--- src/rtl/vram_arb_pkg.sv ---
// ============================================================================
// vram_arb_pkg -- shared widths, port index type and port numbering for VRAM arbitration
// Revision: 1.0
// ============================================================================
`default_nettype none

package vram_arb_pkg;

   localparam int VRAM_ADDR_W = 19;
   localparam int VRAM_DATA_W = 8;

   typedef logic [1:0] port_idx_t;

   localparam port_idx_t PORT_CPU = 2'd0;
   localparam port_idx_t PORT_DMA = 2'd1;
   localparam port_idx_t PORT_DBG = 2'd2;

endpackage

`default_nettype wire

--- src/rtl/vram_arbiter_rr_pick.sv ---
// ============================================================================
// rr_pick -- combinational circular first-one picker starting after `last_i`
// Revision: 1.0
// ============================================================================
`default_nettype none

module rr_pick
   import vram_arb_pkg::*;
#(
   parameter int N = 3
) (
   input  logic [N-1:0] req_i,
   input  port_idx_t    last_i,
   output logic [N-1:0] gnt_o,
   output port_idx_t    idx_o,
   output logic         any_o
);

   logic w_found;

   // Candidate order is last+1, last+2, ... wrapping N-1 -> 0; last itself is tried last.
   always_comb begin
      gnt_o   = '0;
      idx_o   = '0;
      w_found = 1'b0;
      for (int i = 1; i <= N; i++) begin
         for (int j = 0; j < N; j++) begin
            if (!w_found && req_i[j] && (j == ((int'(last_i) + i) % N))) begin
               gnt_o[j] = 1'b1;
               idx_o    = port_idx_t'(j);
               w_found  = 1'b1;
            end
         end
      end
      any_o = w_found;
   end

endmodule

`default_nettype wire

--- src/rtl/vram_arbiter.sv ---
// ============================================================================
// vram_arbiter -- one-slot-per-port VRAM bus arbiter, one access per cycle
// Revision: 1.0
// ============================================================================
`default_nettype none

module vram_arbiter
   import vram_arb_pkg::*;
#(
   parameter int NPORTS = 3,
   parameter int ADDR_W = VRAM_ADDR_W,
   parameter int DATA_W = VRAM_DATA_W,
   parameter int PRIO0  = 1
) (
   input  logic                     clk,
   input  logic                     rst_n,
   input  logic [NPORTS-1:0]        p_strobe,
   input  logic [NPORTS-1:0]        p_write,
   input  logic [NPORTS*ADDR_W-1:0] p_addr,
   input  logic [NPORTS*DATA_W-1:0] p_wrdata,
   output logic [NPORTS-1:0]        p_busy,
   output logic [NPORTS*DATA_W-1:0] p_rddata,
   output logic [NPORTS-1:0]        p_rdvalid,
   output logic [NPORTS-1:0]        p_overrun,
   input  logic [NPORTS-1:0]        ovr_clr,
   output logic                     mem_strobe,
   output logic                     mem_write,
   output logic [ADDR_W-1:0]        mem_addr,
   output logic [DATA_W-1:0]        mem_wrdata,
   input  logic [DATA_W-1:0]        mem_rddata
);

   logic [NPORTS-1:0] w_full;
   logic              w_slot_write [NPORTS];
   logic [ADDR_W-1:0] w_slot_addr  [NPORTS];
   logic [DATA_W-1:0] w_slot_data  [NPORTS];

   logic [NPORTS-1:0] w_rr_gnt;
   port_idx_t         w_rr_idx;
   logic              w_rr_any;
   logic [NPORTS-1:0] w_gnt;
   port_idx_t         w_idx;
   logic              w_any;

   logic              w_sel_write;
   logic [ADDR_W-1:0] w_sel_addr;
   logic [DATA_W-1:0] w_sel_data;

   port_idx_t         last_q;
   logic              mem_strobe_q;
   logic              mem_write_q;
   logic [ADDR_W-1:0] mem_addr_q;
   logic [DATA_W-1:0] mem_wrdata_q;
   logic              tag_valid_q;
   port_idx_t         tag_port_q;
   logic              tag_write_q;

   rr_pick #(
      .N      (NPORTS)
   ) u_rr_pick (
      .req_i  (w_full),
      .last_i (last_q),
      .gnt_o  (w_rr_gnt),
      .idx_o  (w_rr_idx),
      .any_o  (w_rr_any)
   );

   always_comb begin
      w_gnt = w_rr_gnt;
      w_idx = w_rr_idx;
      w_any = w_rr_any;
      if ((PRIO0 != 0) && w_full[PORT_CPU]) begin
         w_gnt           = '0;
         w_gnt[PORT_CPU] = 1'b1;
         w_idx           = PORT_CPU;
         w_any           = 1'b1;
      end
   end

   always_comb begin
      w_sel_write = 1'b0;
      w_sel_addr  = '0;
      w_sel_data  = '0;
      for (int k = 0; k < NPORTS; k++) begin
         if (w_gnt[k]) begin
            w_sel_write = w_slot_write[k];
            w_sel_addr  = w_slot_addr[k];
            w_sel_data  = w_slot_data[k];
         end
      end
   end

   for (genvar k = 0; k < NPORTS; k++) begin : g_slot
      logic              full_q, full_d;
      logic              write_q;
      logic [ADDR_W-1:0] addr_q;
      logic [DATA_W-1:0] data_q;
      logic              ovr_q, ovr_d;
      logic              rdv_q;
      logic [DATA_W-1:0] rdd_q;
      logic              w_take, w_drop, w_resp;

      // A slot being granted this cycle may be refilled in the same edge.
      assign w_take = p_strobe[k] && (!full_q || w_gnt[k]);
      assign w_drop = p_strobe[k] && full_q && !w_gnt[k];
      assign w_resp = tag_valid_q && !tag_write_q && (tag_port_q == port_idx_t'(k));

      always_comb begin
         full_d = full_q;
         ovr_d  = ovr_q;
         if (w_take) begin
            full_d = 1'b1;
         end else if (w_gnt[k]) begin
            full_d = 1'b0;
         end
         if (w_drop) begin
            ovr_d = 1'b1;
         end else if (ovr_clr[k]) begin
            ovr_d = 1'b0;
         end
      end

      always_ff @(posedge clk) begin
         if (!rst_n) begin
            full_q  <= 1'b0;
            write_q <= 1'b0;
            addr_q  <= '0;
            data_q  <= '0;
            ovr_q   <= 1'b0;
            rdv_q   <= 1'b0;
            rdd_q   <= '0;
         end else begin
            full_q <= full_d;
            ovr_q  <= ovr_d;
            rdv_q  <= w_resp;
            if (w_take) begin
               write_q <= p_write[k];
               addr_q  <= p_addr[k*ADDR_W +: ADDR_W];
               data_q  <= p_wrdata[k*DATA_W +: DATA_W];
            end
            if (w_resp) begin
               rdd_q <= mem_rddata;
            end
         end
      end

      assign w_full[k]                     = full_q;
      assign w_slot_write[k]               = write_q;
      assign w_slot_addr[k]                = addr_q;
      assign w_slot_data[k]                = data_q;
      assign p_busy[k]                     = full_q;
      assign p_overrun[k]                  = ovr_q;
      assign p_rdvalid[k]                  = rdv_q;
      assign p_rddata[k*DATA_W +: DATA_W]  = rdd_q;
   end

   // The tag travels one stage behind the access so read data lands on its issuer.
   always_ff @(posedge clk) begin
      if (!rst_n) begin
         last_q       <= port_idx_t'(NPORTS - 1);
         mem_strobe_q <= 1'b0;
         mem_write_q  <= 1'b0;
         mem_addr_q   <= '0;
         mem_wrdata_q <= '0;
         tag_valid_q  <= 1'b0;
         tag_port_q   <= '0;
         tag_write_q  <= 1'b0;
      end else begin
         mem_strobe_q <= w_any;
         tag_valid_q  <= w_any;
         if (w_any) begin
            last_q       <= w_idx;
            mem_write_q  <= w_sel_write;
            mem_addr_q   <= w_sel_addr;
            mem_wrdata_q <= w_sel_data;
            tag_port_q   <= w_idx;
            tag_write_q  <= w_sel_write;
         end
      end
   end

   assign mem_strobe = mem_strobe_q;
   assign mem_write  = mem_write_q;
   assign mem_addr   = mem_addr_q;
   assign mem_wrdata = mem_wrdata_q;

endmodule

`default_nettype wire

--- config.mk ---
export PLATFORM = sky130hd
export DESIGN_NAME = vram_arbiter
export DESIGN_NICKNAME = d
export VERILOG_FILES = /design/src/rtl/vram_arb_pkg.sv /design/src/rtl/vram_arbiter_rr_pick.sv /design/src/rtl/vram_arbiter.sv
export SDC_FILE = /design/constraint.sdc
export NUM_CORES = 1
export LEC_CHECK = 0
export CAP_MARGIN = 25
export CORE_ASPECT_RATIO = 1.1
export CORE_MARGIN = 2
export CORE_UTILIZATION = 54
export CTS_BUF_LIST = sky130_fd_sc_hd__clkbuf_2 sky130_fd_sc_hd__clkbuf_4 sky130_fd_sc_hd__clkbuf_8
export CTS_CLUSTER_DIAMETER = 40
export DETAILED_ROUTE_END_ITERATION = 8
export PLACE_DENSITY_LB_ADDON = 0.05
export SYNTH_ARGS = -nofsm -noshare
export SYNTH_HDL_FRONTEND = slang
export SYNTH_HIERARCHICAL = 1
export SYNTH_SLANG_ARGS = --single-unit
--- constraint.sdc ---
create_clock -name clk -period 6.2 [get_ports clk]
set_input_delay 1.24 -clock clk [delete_from_list [all_inputs] [get_ports clk]]
set_output_delay 1.24 -clock clk [all_outputs]
set_load 0.01 [all_outputs]
==> results.cfg, run 1 <==
[run_status]
status = finished, final reports clean

[route]
ant_nets = 0
via_per_inst = 5.56
wl_per_cell_um = 16.5
drc = 0
first_iter_violations = 418
via_count = 5437
drt_wl_total_um = 16100
drt_first_pass_iters = 6

[timing]
max-slew-margin-rel = 0.341
worst_slew_pin_slew_ns = 0.989
period_share = 0.499
layout_setup_ws_ns = 3.11
max_freq_ghz = 0.323
final_hold_viol_count = 0
setup_violations = 0
rsz0062_at_grt = no
finalSetupTns_ns = 0
finalClockSkew_ns = 0.00754
slew_viol_final = 0
fin_crit_ns = 3.09

[worst_setup_path]
crit_start = last_q[0]
path_class = reg2reg
crit_chain = ha_1 -> and2_1 -> o32ai_1 -> nand2b_1 -> a21boi_4 -> buf_4 -> mux2i_1
crit_required_ns = 6.56
setup.worst_path.start_class = register
path_buf_inv = 1
cpLargestDelayFamily = compound AO/OA/AOI/OAI gates
critPathMaxFanout = 16
r2r_start = last_q[0]
rrSetupSlack_ns = 3.11
cp.depth = 7
cp-end-kind = register
critical_path_arrival_ns = 3.45
max_stage_delay_ns = 0.61
r2r_end = g_slot[1].addr_q[3]
crit_end = g_slot[1].addr_q[3]
slowest_stage = a21boi_4
reg2reg_depth = 7

[run]
drv_cap = 0

[logic_synthesis]
avgSynthCellArea_um2 = 9.12
yosys_register_bits = 149
syn_nets = 789
ys_seq_area_frac = 0.476
netlist_instances = 687
async_flop_share = 0
synthFlopType = dfxtp_1
synth_edf_count = 0
ys_types = 40
netlist_area_um2 = 6260
synth_warnings = 6

[placement]
io_buffers = 161
hpwl_um = 10700
place_inst = 945
post-place-ws_ns = 3.07
gp_congestion = 0.803

[cts]
ctsHoldBuffers = 0
post_cts_buffers = 0
cts_tree = done
numCtsBuffers = 17
cts_max_path_buffers = 2
ctsResizeCount = 0
clkSinkCount = 149
root_buffer = clkbuf_8
clkSlewWorstSetupHoldPaths_ns = 0.08
clk_latency_ns = 0.44
ctsHtreeMaxLevel = 4

[power_and_ir_drop]
power_frac_comb = 0.183
switching_power_uw = 625
p_per_area_nw_per_um2 = 285
swShare = 0.264
p_leak_uw = 0.00324
p_seq_frac = 0.458
ir_drop_uv = 173
p_clk_frac = 0.359
intPower_uw = 1740

[floorplan]
ioPinCount = 162
die_area_um2 = 12500
rows = 41
start_util = 0.550
core-area_um2 = 11400
die_height_um = 117
die_x_um = 107

[grt]
grt_pass1_vias = 5308
antenna_found_initial = 0
track_usage = 0.260
grt_pass1_wl_um = 25400
overflow = 0
grt_max_degree = 99

[min_path]
hold_path.class = reg2reg

[layout]
drive_gt1_frac = 0.0676
antenna_cells = 0
finish.utilization = 0.728
area_growth_pct = 32.4
instances_no_fill = 978
final_nets = 917
-- cell usage after synthesis, types with 13 or more instances --
| cell type | n | area share |
|---|---|---|
| o22ai_1 | 28 | 0.028 |
| dfxtp_1 | 149 | 0.48 |
| a21oi_1 | 30 | 0.024 |
| o21ai_1 | 16 | 0.013 |
| o21ai_0 | 28 | 0.022 |
| and2_1 | 32 | 0.032 |
| nand2_1 | 122 | 0.073 |
| buf_4 | 13 | 0.016 |
| nor2_1 | 46 | 0.028 |
| clkbuf_1 | 22 | 0.013 |
| buf_2 | 16 | 0.013 |
| nand3_1 | 15 | 0.012 |
| mux2i_1 | 95 | 0.15 |
| a22oi_1 | 28 | 0.034 |
-- metrics by stage --
stage | area [um^2] | hold slack, ns | total power [uW]
floorplan | 6260 | 0.430 | 1340
global placement | 7780 | 0.438 | 1510
detailed placement | 7810 | 0.444 | 1530
CTS | 8270 | 0.456 | 2370
global route | 8300 | 0.474 | 2460
finish | 8300 | 0.454 | 2360
-- kinds of logic after synthesis --
family / Yosys count / share of synthesized area
AND/OR/NAND/NOR: 231 / 0.169
flip-flops: 149 / 0.476
AO/OA/AOI/OAI: 141 / 0.137
multiplexers: 95 / 0.152
buffers and inverters: 69 / 0.0621
adder cells (fa/ha/maj): 2 / 0.00399
-- state kept, by name, indices dropped and copies added (netlist names), 2 cells and up --
| name | flops |
|---|---|
| mem_addr | 19 |
| g_slot.write_q | 3 |
| g_slot.rdd_q | 24 |
| mem_wrdata | 8 |
| last_q | 2 |
| g_slot.rdv_q | 3 |
| g_slot.addr_q | 57 |
| g_slot.full_q | 3 |
| g_slot.data_q | 24 |
| g_slot.ovr_q | 3 |
-- metal layers --
| layer | track usage | share of wire | vias to the layer above | routed length, um |
|---|---|---|---|---|
| met5 | 0 | 0 | - | 0 |
| met3 | 0.0637 | 0.066 | 31 | 1060 |
| li1 | - | - | 2624 | - |
| met1 | 0.318 | 0.42 | 2571 | 6740 |
| met4 | 0.106 | 0.018 | 0 | 294 |
| met2 | 0.443 | 0.50 | 211 | 8020 |
-- final cells by class --
type / count / area (um^2)
well taps: 150 / 188
multi-input cells: 469 / 2920
flip-flops and latches: 149 / 2980
clock buffers: 18 / 248
clock inverters: 14 / 208
inverters: 7 / 26.3
fillers: 888 / 3090
repair buffers: 171 / 1720
-- worst min-delay path: stages, from the launching register on --
cell and delay, ns:
dfxtp_1 0.31, nand2_1 0.05, mux2i_1 0.05
-- power by group through the flow --
stage | clock network, uW | registers (uW) | logic (uW)
finish | 848 | 1080 | 433
global route | 903 | 1090 | 467
CTS | 857 | 1080 | 431
detailed placement | 0 | 1100 | 428
global placement | 0 | 1100 | 412
floorplan | 0 | 1100 | 232
-- how the worst min path moves through the flow --
stage / start / end / slack, ns / cells past startpoint
3_3_place_gp: g_slot[2].addr_q[16] / g_slot[2].addr_q[16] / 0.44 / 2
4_1_cts: g_slot[2].addr_q[16] / g_slot[2].addr_q[16] / 0.46 / 2
2_1_floorplan: g_slot[2].addr_q[0] / g_slot[2].addr_q[0] / 0.43 / 2
6_report: g_slot[2].addr_q[16] / g_slot[2].addr_q[16] / 0.45 / 2
5_1_grt: g_slot[2].addr_q[16] / g_slot[2].addr_q[16] / 0.47 / 2
3_5_place_dp: g_slot[2].addr_q[16] / g_slot[2].addr_q[16] / 0.44 / 2
-- placed cells by master (no fill, tap or decap), drive strengths merged --
| cell | instances |
|---|---|
| o22ai | 28 |
| and4bb | 1 |
| nand4bb | 1 |
| a21boi | 2 |
| or4b | 1 |
| clkbuf | 18 |
| dfxtp | 149 |
| clkdlybuf4s50 | 159 |
| nand2b | 5 |
| clkinvlp | 2 |
| ha | 2 |
| a22oi | 28 |
| nor3b | 3 |
| nor2 | 46 |
| o21ai | 45 |
| mux2i | 95 |
| o32ai | 2 |
| or2 | 1 |
| nand2 | 122 |
| and2 | 33 |
| clkinv | 8 |
| buf | 12 |
| a31o | 1 |
| inv | 6 |
| a21oi | 30 |
| o21a | 1 |
| a32oi | 2 |
| a2111oi | 2 |
| nor3 | 2 |
| bufinv | 5 |
| nand3 | 16 |
(Power assumes the default switching activity.)
==> run 2, diff against run 1 <==
Settings changed: CORE_UTILIZATION 54 to 51.
Clock period 6.2 ns to 2.95 ns, I/O delays scaled along.
==> run 2 against run 1 <==
Non-clock buffer count grew 7. Register-to-register slack got worse by 2.9 ns. Core utilization is 4.1 points lower. Final area shrank 0.26%. Clock-buffer cell count is 5 higher. Largest power group unchanged.
==> results.cfg, run 2 (synthesized netlist as in run 1, its figures left out) <==
[worst_setup_path]
cp-end-kind = register
path_buf_inv = 3
critPathMaxFanout = 20
max_stage_delay_ns = 0.88
slowest_stage = nor3b_4
path_class = reg2reg
crit_required_ns = 3.34
setup.worst_path.start_class = register
critical_path_arrival_ns = 3.16
crit_chain = inv_1 -> ha_1 -> nor3_1 -> buf_4 -> a2111oi_4 -> nor3b_4 -> buf_4 -> a22oi_1 -> a21oi_1
cpLargestDelayFamily = simple AND/OR/NAND/NOR gates
crit_top_cell = buf_4

[grt]
grt_pass1_vias = 5208
grt_max_degree = 170
antenna_found_initial = 0
grt_pass1_wl_um = 25900
overflow = 0
track_usage = 0.257

[power_and_ir_drop]
intPower_uw = 3410
switching_power_uw = 1290
p_leak_uw = 0.00325
power_frac_comb = 0.197
ir_drop_uv = 299
p_clk_frac = 0.320
swShare = 0.275
p_per_area_nw_per_um2 = 568
p_seq_frac = 0.483

[timing]
rsz0062_at_grt = no
max_freq_ghz = 0.361
fin_crit_ns = 2.77
final_hold_viol_count = 0
slew_viol_final = 0
period_share = 0.939
max-slew-margin-rel = 0.297
setup_violations = 0
layout_setup_ws_ns = 0.180
finalClockSkew_ns = 0.0108
worst_slew_pin_slew_ns = 1.05
finalSetupTns_ns = 0

[cts]
clkSlewWorstSetupHoldPaths_ns = 0.08
numCtsBuffers = 17
root_buffer = clkbuf_8
ctsHtreeMaxLevel = 4
cts_max_path_buffers = 2
cts_tree = done
post_cts_buffers = 0
clk_latency_ns = 0.46
clkSinkCount = 149

[placement]
place_area_um2 = 7890
hpwl_um = 11100
post-place-ws_ns = 0.134
gp_congestion = 0.808
io_buffers = 161

[layout]
top_register = g_slot.addr_q
area_growth_pct = 32.1
final_nets = 924
final_area_um2 = 8270
final_common_cell = clkdlybuf4s50_1
drive_gt1_frac = 0.0766
finish.utilization = 0.688
largest_reg_flops = 57
reg_top3 = g_slot.addr_q (57), g_slot.data_q (24), g_slot.rdd_q (24)
final_cell_mix = clkdlybuf4s50_1 (159), dfxtp_1 (149), nand2_1 (122)
antenna_cells = 0

[run_status]
status = finished, final reports clean

[run]
drv_cap = 0

[route]
drc = 0
ant_nets = 0
drt_first_pass_iters = 5
via_count = 5424
first_iter_violations = 356
wl_per_cell_um = 16.8
via_per_inst = 5.48
drt_wl_total_um = 16600

[floorplan]
rows = 42
die_x_um = 110
die_height_um = 120
core-area_um2 = 12000
die_area_um2 = 13200
ioPinCount = 162
start_util = 0.521

[min_path]
hold_path.class = reg2reg
run 2: per-layer routing:
layer	vias up	track usage	share of wire
li1	2637	-	-
met1	2571	0.327	0.43
met2	182	0.412	0.49
met3	34	0.0685	0.064
met4	0	0.101	0.019
met5	-	0	0
run 2: per-stage QoR:
stage	cells	hold WS, ns	total power [uW]
finish	989	0.451	4700
global route	989	0.473	4910
CTS	989	0.454	4720
detailed placement	957	0.442	3230
global placement	956	0.437	3200
floorplan	687	0.430	2810
run 2: worst paths after layout:
path	start	to	slack, ns	cells past startpoint
max	last_q[0]	mem_addr[11]	0.18	9
min	g_slot[2].data_q[0]	g_slot[2].data_q[0]	0.45	2
max reg2reg	last_q[0]	mem_addr[11]	0.18	9
min reg2reg	g_slot[2].data_q[0]	g_slot[2].data_q[0]	0.45	2
run 2: layout make-up:
class / count / area, um^2
clock buffer: 23 / 304
sequential: 149 / 2980
inverter: 7 / 26.3
fill: 1008 / 3760
tap: 154 / 193
multi-input combinational: 469 / 2920
timing repair buffer: 178 / 1770
clock inverter: 9 / 76.3
run 2: what timing repair did:
action / 4_1_cts / 5_1_grt
setup endpoints to repair: 0 / 14
hold buffers: 0 / 0
gates resized for setup: 0 / 1
run 2: power groups by stage:
stage | combinational [uW] | sequential [uW] | clock [uW]
after floorplan | 488 | 2320 | 0
after global placement | 897 | 2310 | 0
after detailed placement | 922 | 2310 | 0
after CTS | 927 | 2270 | 1530
after global routing | 1000 | 2290 | 1620
final | 927 | 2270 | 1500
run 2: worst min-delay path, delay by kind of cell, from the launching register on:
| kind | cells | cell delay [ns] |
|---|---|---|
| and+or+nand+nor | 1 | 0.05 |
| muxes | 1 | 0.05 |
| DFF | 1 | 0.31 |
